--- config.mk ---
export PLATFORM = sky130hd
export DESIGN_NAME = pipeline_run_ctrl
export DESIGN_NICKNAME = d
export VERILOG_FILES = /design/src/rtl/pipe_ctrl_pkg.sv /design/src/rtl/sat_counter.sv /design/src/rtl/pipeline_run_ctrl.sv
export SDC_FILE = /design/constraint.sdc
export NUM_CORES = 1
export LEC_CHECK = 0
export ABC_AREA = 1
export CORE_UTILIZATION = 29
export CTS_CLUSTER_SIZE = 14
export DETAILED_ROUTE_END_ITERATION = 6
export GPL_ROUTABILITY_DRIVEN = 0
export GPL_TIMING_DRIVEN = 0
export HOLD_SLACK_MARGIN = 0.03
export PLACE_DENSITY_LB_ADDON = 0.08
export RECOVER_POWER = 25
export REMOVE_ABC_BUFFERS = 1
export SLEW_MARGIN = 5
export SYNTH_ARGS = -nofsm -noshare
export SYNTH_HDL_FRONTEND = slang
export SYNTH_HIERARCHICAL = 1
export SYNTH_SLANG_ARGS = --single-unit
--- constraint.sdc ---
create_clock -name clk_i -period 2.9 [get_ports clk_i]
set_clock_uncertainty 0.1 [all_clocks]
set_input_delay 0.29 -clock clk_i [delete_from_list [all_inputs] [get_ports clk_i]]
set_output_delay 0.29 -clock clk_i [all_outputs]
set_load 0.005 [all_outputs]
--- src/rtl/pipe_ctrl_pkg.sv ---
// Shared definitions for the pipeline run controller: run-state encoding and defaults.
package pipe_ctrl_pkg;

  typedef enum logic [2:0] {
    ST_IDLE  = 3'd0,
    ST_RUN   = 3'd1,
    ST_DRAIN = 3'd2,
    ST_STEP  = 3'd3,
    ST_DONE  = 3'd4
  } run_state_e;

  localparam int DRAIN_CYCLES_DEF = 4;

endpackage

--- src/rtl/sat_counter.sv ---
// Saturating up-counter with synchronous clear; clear wins over increment.
module sat_counter #(
  parameter int W = 32
) (
  input  logic         clk_i,
  input  logic         rst_i,
  input  logic         clr_i,
  input  logic         inc_i,
  output logic [W-1:0] cnt_o
);

  function automatic logic [W-1:0] sat_inc(input logic [W-1:0] v);
    return (v == '1) ? v : v + W'(1);
  endfunction

  always_ff @(posedge clk_i or negedge rst_i) begin
    if (!rst_i)      cnt_o <= '0;
    else if (clr_i)  cnt_o <= '0;
    else if (inc_i)  cnt_o <= sat_inc(cnt_o);
  end

endmodule

--- src/rtl/pipeline_run_ctrl.sv ---
// Run controller for the five-stage CPU: gates the CPU enable for free-run, single-step
// and abort, ends a run on cycle limit or end-PC plus drain, and counts cycles/stalls/flushes.
module pipeline_run_ctrl
  import pipe_ctrl_pkg::*;
#(
  parameter int CNT_W        = 32,
  parameter int PC_W         = 32,
  parameter int DRAIN_CYCLES = DRAIN_CYCLES_DEF
) (
  input  logic             clk_i,
  input  logic             rst_i,
  input  logic             start_i,
  input  logic             step_i,
  input  logic             abort_i,
  input  logic [CNT_W-1:0] cycle_limit_i,
  input  logic             end_pc_en_i,
  input  logic [PC_W-1:0]  end_pc_i,
  input  logic [PC_W-1:0]  pc_i,
  input  logic             stall_i,
  input  logic             branch_i,
  input  logic             flush_i,
  output logic             cpu_en_o,
  output logic             busy_o,
  output logic             done_o,
  output logic [2:0]       state_o,
  output logic [CNT_W-1:0] cycle_cnt_o,
  output logic [CNT_W-1:0] stall_cnt_o,
  output logic [CNT_W-1:0] flush_cnt_o
);

  localparam logic [3:0] DRAIN_N = 4'(DRAIN_CYCLES);

  run_state_e state_q, state_d;
  logic [3:0] drain_q, drain_d;
  logic       start_q;
  logic       start_rise, limit_hit, pc_hit, cnt_clr;

  assign start_rise = start_i & ~start_q;
  // The +1 wraps to zero once the count saturates, so a saturated run never hits a limit.
  assign limit_hit  = (cycle_limit_i != '0) && ((cycle_cnt_o + CNT_W'(1)) == cycle_limit_i);
  assign pc_hit     = end_pc_en_i && (pc_i == end_pc_i);

  always_ff @(posedge clk_i or negedge rst_i) begin
    if (!rst_i) begin
      state_q <= ST_IDLE;
      drain_q <= '0;
      start_q <= 1'b0;
    end else begin
      state_q <= state_d;
      drain_q <= drain_d;
      start_q <= start_i;
    end
  end

  always_comb begin
    state_d = state_q;
    drain_d = drain_q;
    cnt_clr = 1'b0;
    case (state_q)
      ST_IDLE, ST_DONE: begin
        if (start_rise) begin
          state_d = ST_RUN;
          drain_d = '0;
          cnt_clr = 1'b1;
        end else if (step_i) begin
          state_d = ST_STEP;
        end
      end
      ST_STEP: state_d = abort_i ? ST_DONE : ST_IDLE;
      ST_RUN: begin
        if (abort_i || limit_hit) begin
          state_d = ST_DONE;
        end else if (pc_hit) begin
          state_d = ST_DRAIN;
          drain_d = '0;
        end
      end
      ST_DRAIN: begin
        drain_d = drain_q + 4'd1;
        if (abort_i || limit_hit || (drain_d == DRAIN_N)) state_d = ST_DONE;
      end
      default: state_d = ST_IDLE;
    endcase
  end

  // Decoded from the state register alone so an asynchronous reset drops the enable at once.
  assign cpu_en_o = (state_q == ST_RUN) || (state_q == ST_DRAIN) || (state_q == ST_STEP);
  assign busy_o   = cpu_en_o;
  assign done_o   = (state_q == ST_DONE);
  assign state_o  = state_q;

  sat_counter #(.W(CNT_W)) u_cycle_cnt (
    .clk_i (clk_i),
    .rst_i (rst_i),
    .clr_i (cnt_clr),
    .inc_i (cpu_en_o),
    .cnt_o (cycle_cnt_o)
  );

  // A stall flagged alongside a branch is the hazard unit reacting to the branch, not a load-use stall.
  sat_counter #(.W(CNT_W)) u_stall_cnt (
    .clk_i (clk_i),
    .rst_i (rst_i),
    .clr_i (cnt_clr),
    .inc_i (cpu_en_o & stall_i & ~branch_i),
    .cnt_o (stall_cnt_o)
  );

  sat_counter #(.W(CNT_W)) u_flush_cnt (
    .clk_i (clk_i),
    .rst_i (rst_i),
    .clr_i (cnt_clr),
    .inc_i (cpu_en_o & flush_i),
    .cnt_o (flush_cnt_o)
  );

endmodule

==> results of run 1 <==
area by class of cell:
cell class / instances / area (um^2)
fillers: 3424 / 19500
multi-input cells: 1244 / 5840
flip-flops and latches: 104 / 2620
repair buffers: 215 / 2130
inverters: 176 / 666
well taps: 402 / 503
clock buffers: 9 / 225
clock inverters: 6 / 52.6
synth_stat cells, types with 8 or more instances:
library cell / count / area share (%)
xnor2_1: 23 / 2.2
nor2_1: 221 / 8.9
o21ai_1: 86 / 4.6
o21bai_1: 19 / 1.5
or2_2: 14 / 0.94
nor2_2: 19 / 1.3
o21ai_0: 11 / 0.59
xor2_1: 35 / 3.3
buf_6: 18 / 2.2
nand3_1: 158 / 8.5
nor3_1: 13 / 0.70
a21oi_1: 8 / 0.43
dfrtp_1: 104 / 28
nand2_2: 9 / 0.60
nand2_1: 581 / 23
inv_1: 167 / 6.7
power by group through the flow:
stage | clock network [mW] | registers [mW] | logic [mW]
after global placement | 0 | 1.93 | 2.00
final | 1.22 | 1.88 | 2.07
after CTS | 1.28 | 1.90 | 2.06
after global routing | 1.32 | 1.93 | 2.33
after floorplan | 0 | 1.86 | 1.15
after detailed placement | 0 | 1.92 | 2.02
routing by layer:
metal  GRT usage, %  share of wire (%)  vias up
li1               -                  -     5244
met1           23.1                 46     4373
met2           32.9                 50      178
met3           1.73                3.2       23
met4           5.32                1.6        0
met5              0                  0        -
placed cells by master, fill, tap and decap left out, types with 19 or more instances in the layout:
master           instances
o21ai_1                 86
clkdlybuf4s50_1        205
xnor2_1                 23
xor2_1                  35
nand2_1                580
nor2_2                  19
inv_1                  167
o21bai_1                19
nand3_1                157
nor2_1                 219
dfrtp_1                 90
logic make-up after synthesis:
logic type      count (synthesis)  synth area share (%)
compound gates                131                  7.71
xor+xnor                       58                  5.46
fa+ha+maj                       6                 0.806
buf+inv                       204                  9.76
flops                         104                  28.0
simple gates                 1049                  48.3
stage by stage:
step                TNS (ps)  hold WS, ps  instance area [um^2]  setup slack, ps
CTS                        0          286                 12000             24.0
finish                     0          300                 12000             76.4
floorplan            -112760         -106                  9060            -1190
detailed placement    -67050          204                 11700             -766
global route          -15070          300                 12000             -226
global placement     -813590          378                 11600            -4890
worst max-delay path by stage:
stage                                     from                   end  slack (ps)  cells past startpoint
after floorplan                     state_o[1]  u_cycle_cnt/cnt_o[8]       -1190                      8
after global placement                 start_i  u_cycle_cnt/cnt_o[8]       -4890                      9
after detailed placement               start_i  u_cycle_cnt/cnt_o[8]        -770                     11
after CTS                 u_cycle_cnt/cnt_o[1]            drain_q[1]          20                     19
after global routing                state_o[1]  u_flush_cnt/cnt_o[8]        -230                      9
final                               state_o[1]  u_flush_cnt/cnt_o[8]          80                      9
sequential cells by signal, summed over array words and instances, names as in the netlist:
name / flops
drain_q: 4
u_cycle_cnt/cnt_o: 32
start_q: 1
state_o: 3
u_stall_cnt/cnt_o: 32
u_flush_cnt/cnt_o: 32
worst register-to-register path, cell delays in order, from the launching register on:
cell	delay, ps
dfrtp_1	430
nor2_1	190
inv_1	130
nor3_4	300
buf_4	290
clkinv_2	400
nand3_2	230
nand2_4	350
nor2_1	230
nor2_1	60
repair_timing:
item | CTS | global route
hold endpoints to repair | 52 | 0
resized for setup | 8 | 19
pin swaps | 0 | 1
setup buffers | 0 | 4
hold buffers | 1 | 0
setup endpoints to repair | 103 | 103
==> flow_metrics.tcl, run 1 <==
set metrics [dict create \
    outcome "finished, final reports clean" \
    clk_latency_ps 360 \
    rr_endpoint "u_flush_cnt/cnt_o[8]" \
    drc 0 \
    syn-instance-count 1552 \
    yosysWarnings 6 \
    fin_util_pct 38.2 \
    slowest_delay_ps 430 \
    synth_edf_count 0 \
    ir_drop_v 0.000305 \
    crit_buf_inv 3 \
    grt_use_total_pct 18.3 \
    p_switching_mw 2.08 \
    numCtsBuffers 9 \
    syn_area_per_cell_um2 6.00 \
    start_util_pct 29.5 \
    grt-ovfl-total 0 \
    synth_flop_cell "dfrtp_1" \
    yosysUniqueCellTypes 33 \
    core_area_mm2 0.0316 \
    ys_ff_latch 104 \
    vias 9818 \
    drt_iter0_markers 509 \
    cts.sinks 104 \
    dieArea_mm2 0.0328 \
    p_sw_share_pct 40.2 \
    rr_startpoint "state_o[1]" \
    maxSlewHeadroom_pct 2.47 \
    p_per_area_mw_per_mm2 429 \
    timing.critical_path.mode_cell "nor2_1" \
    drv_cap 0 \
    crit_family "simple AND/OR/NAND/NOR gates" \
    internal_power_mw 3.09 \
    final_cells 2156 \
    grt_pass1_wl_um 48600 \
    wl_per_cell_um 13.8 \
    diodes 0 \
    cp.required_ps 3050 \
    arrival_ps 2970 \
    drt-total-wl_um 29700 \
    netlist_area_mm2 0.00931 \
    slew_viol_final 0 \
    worstHoldPathType "input pin to flop" \
    holdPathEnd "start_q" \
    first_global_vias 9364 \
    cts_root_buf "clkbuf_16" \
    clockBufferDepth 2 \
    dp_hpwl_um 22500 \
    num_rows 65 \
    io_pins 207 \
    worstHoldStart "start_i" \
    crit_slowest_cell "dfrtp_1" \
    final_nets 1861 \
    rsz0062_at_grt "true" \
    die-width_um 181 \
    setup_viol 0 \
    min_period_ps 2820 \
    hold_violations 0 \
    dr.pass1.iters 5 \
    cp_cell_sequence "nor2_1 > inv_1 > nor3_4 > buf_4 > clkinv_2 > nand3_2 > nand2_4 > nor2_1 > nor2_1" \
    reg2reg_slack_ps 80 \
    die_y_um 181 \
    pwr-share-seq_pct 36.5 \
    r2r_cells 9 \
    grt_max_degree 61 \
    path_clk_slew_ps 80 \
    p_leak_nw 5.05 \
    drtAntennaViolNets 0 \
    io_buffers 206 \
    seq_area_frac_synth_pct 28.0 \
    antenna_found_initial 0 \
    p_clk_share_pct 23.6 \
    combPwrFrac_pct 40.0 \
    htree_num_levels 3 \
    worstMarginPinSlew_ps 1460 \
    drive_gt1_share_pct 6.61 \
    start_kind "flop" \
    tritoncts "yes" \
    setup.worst_path.class "flop to flop" \
    critPathMaxFanout 60 \
    max_freq_mhz 354 \
    area_growth_pct 29.4 \
    dp.cells 2136 \
    async_flop_share_pct 100 \
    p_total_mw 5.17 \
    cp-end-kind "flop" \
    hold-path-cell-count 1 \
    viasPerCell 4.55 \
    period_share_pct 97.4 \
]
Note: power is estimated with default switching activity, not from simulation.
==> inputs of run 2 (changes only) <==
--- a/config.mk
+++ b/config.mk
@@ -6,6 +6,7 @@
 export NUM_CORES = 1
 export LEC_CHECK = 0
 export ABC_AREA = 1
+export CORE_ASPECT_RATIO = 1.5
 export CORE_UTILIZATION = 29
 export CTS_CLUSTER_SIZE = 14
 export DETAILED_ROUTE_END_ITERATION = 6
==> flow_metrics.tcl, run 2 (synthesized netlist as in run 1, its figures left out) <==
set metrics [dict create \
    drc 0 \
    placed_cell_area_mm2 0.0117 \
    grt_pass1_wl_um 49700 \
    core_area_mm2 0.0317 \
    drtAntennaViolNets 0 \
    antenna_found_initial 0 \
    mostFrequentLayoutCells "580 x nand2_1, 215 x nor2_1, 204 x clkdlybuf4s50_1" \
    start_util_pct 29.3 \
    worst_slack_ps 246 \
    grt_max_degree 66 \
    drv_cap 0 \
    grt_use_total_pct 19.5 \
    slew_viol_final 0 \
    io_pins 207 \
    grt-ovfl-total 0 \
    drt-total-wl_um 31300 \
    setup_tns_ps 0 \
    p_leak_nw 5.08 \
    setup_viol 0 \
    min_period_ps 2650 \
    drive_gt1_share_pct 7.06 \
    period_share_pct 91.5 \
    vias 9984 \
    top_layer_used "met4" \
    worstMarginPinSlew_ps 1100 \
    drt_iter0_markers 451 \
    clockBufferDepth 2 \
    tritoncts "yes" \
    ir_drop_v 0.000306 \
    numCtsBuffers 9 \
    final_area_mm2 0.0121 \
    wl_per_cell_um 14.4 \
    area_growth_pct 30.3 \
    start_kind "flop" \
    num_rows 80 \
    setup.worst_path.class "flop to flop" \
    routed-wl-met2_um 17200 \
    io_buffers 206 \
    cts.sinks 104 \
    arrival_ps 2820 \
    wl_met3_um 852 \
    first_global_vias 9487 \
    dp_hpwl_um 24200 \
    die-width_um 148 \
    cp.required_ps 3070 \
    die_y_um 221 \
    p_per_area_mw_per_mm2 440 \
    critPathMaxFanout 9 \
    cp-end-kind "flop" \
    top_regs "u_cycle_cnt/cnt_o x32, u_flush_cnt/cnt_o x32, u_stall_cnt/cnt_o x32" \
    final_nets 1863 \
    hold_violations 0 \
    dp_slack_ps -1110 \
    worstHoldPathType "flop to flop" \
    met1Wirelength_um 12500 \
    path_clk_slew_ps 80 \
    outcome "finished, final reports clean" \
    rsz0062_at_grt "false" \
    max_freq_mhz 377 \
    dr.pass1.iters 5 \
    dieArea_mm2 0.0328 \
    clk_latency_ps 380 \
    viasPerCell 4.61 \
    htree_num_levels 3 \
    maxSlewHeadroom_pct 26.4 \
    final_common_cell "nand2_1" \
    diodes 0 \
    cts_root_buf "clkbuf_16" \
    reg2reg_slack_ps 250 \
]
## run 2: final cells by class
class | count | area [um^2]
fillers | 3491 | 19600
multi-input cells | 1244 | 5870
flip-flops and latches | 104 | 2620
repair buffers | 217 | 2160
inverters | 176 | 666
well taps | 410 | 513
clock buffers | 10 | 229
clock inverters | 6 | 67.6
## run 2: path summary, 6_finish.rpt
path / start / endpoint / depth (start not counted)
max in group asynchronous: rst_i / u_cycle_cnt/cnt_o[25] / 3
min in group asynchronous: rst_i / u_stall_cnt/cnt_o[29] / 2
hold / removal: drain_q[3] / drain_q[3] / 2
hold reg to reg: drain_q[3] / drain_q[3] / 2
setup reg to reg: u_cycle_cnt/cnt_o[15] / state_o[2] / 14
setup / recovery: u_cycle_cnt/cnt_o[15] / state_o[2] / 14
## run 2: where the power goes
| group | leakage (nW) | internal, mW | switching, mW | total [mW] |
|---|---|---|---|---|
| Combinational | 3.54 | 0.907 | 1.21 | 2.12 |
| Clock | 0.139 | 0.676 | 0.647 | 1.32 |
| Sequential | 1.40 | 1.62 | 0.276 | 1.90 |
| Total | 5.08 | 3.20 | 2.13 | 5.33 |
## run 2: what timing repair did
item	4_1_cts	5_1_grt
buffers inserted	2	5
endpoints found under the hold margin	39	0
resized for setup	9	26
hold buffers	1	0
endpoints found under the setup margin	103	60
pin swaps	1	0
## run 2: metal layers
metal | vias up | global-route usage, %
li1 | 5251 | -
met2 | 172 | 37.7
met1 | 4526 | 21.3
met5 | - | 0
met3 | 35 | 2.10
met4 | 0 | 7.38
## run 2: through the flow
step / instances / hold slack, ps / power (mW) / util, %
global route: 2167 / 422 / 5.75 / 38.2
floorplan: 1524 / -106 / 3.01 / -
detailed placement: 2143 / 151 / 3.98 / 36.9
finish: 2167 / 397 / 5.33 / 38.2
CTS: 2162 / 294 / 5.38 / 38.0
global placement: 2140 / 380 / 3.94 / 36.7
## run 2: critical path, stage by stage (launching register included)
cell and delay, ps:
dfrtp_1 520, nand2_1 160, nor2_1 270, nand2_1 90, nor2_1 180, xor2_1 320, nand2_1 90, inv_1 60
nand3_1 80, nor2_1 180, nand2_2 140, nand3_1 120, nand2_2 90, nand2_1 70, nand2_1 60
==> inputs of run 3 (changes only) <==
--- a/config.mk
+++ b/config.mk
@@ -10,7 +10,6 @@
 export CORE_UTILIZATION = 29
 export CTS_CLUSTER_SIZE = 14
 export DETAILED_ROUTE_END_ITERATION = 6
-export GPL_ROUTABILITY_DRIVEN = 0
 export GPL_TIMING_DRIVEN = 0
 export HOLD_SLACK_MARGIN = 0.03
 export PLACE_DENSITY_LB_ADDON = 0.08
==> results of run 3 <==
Same layout as run 2: the final DEF is identical, and so are final timing and power.
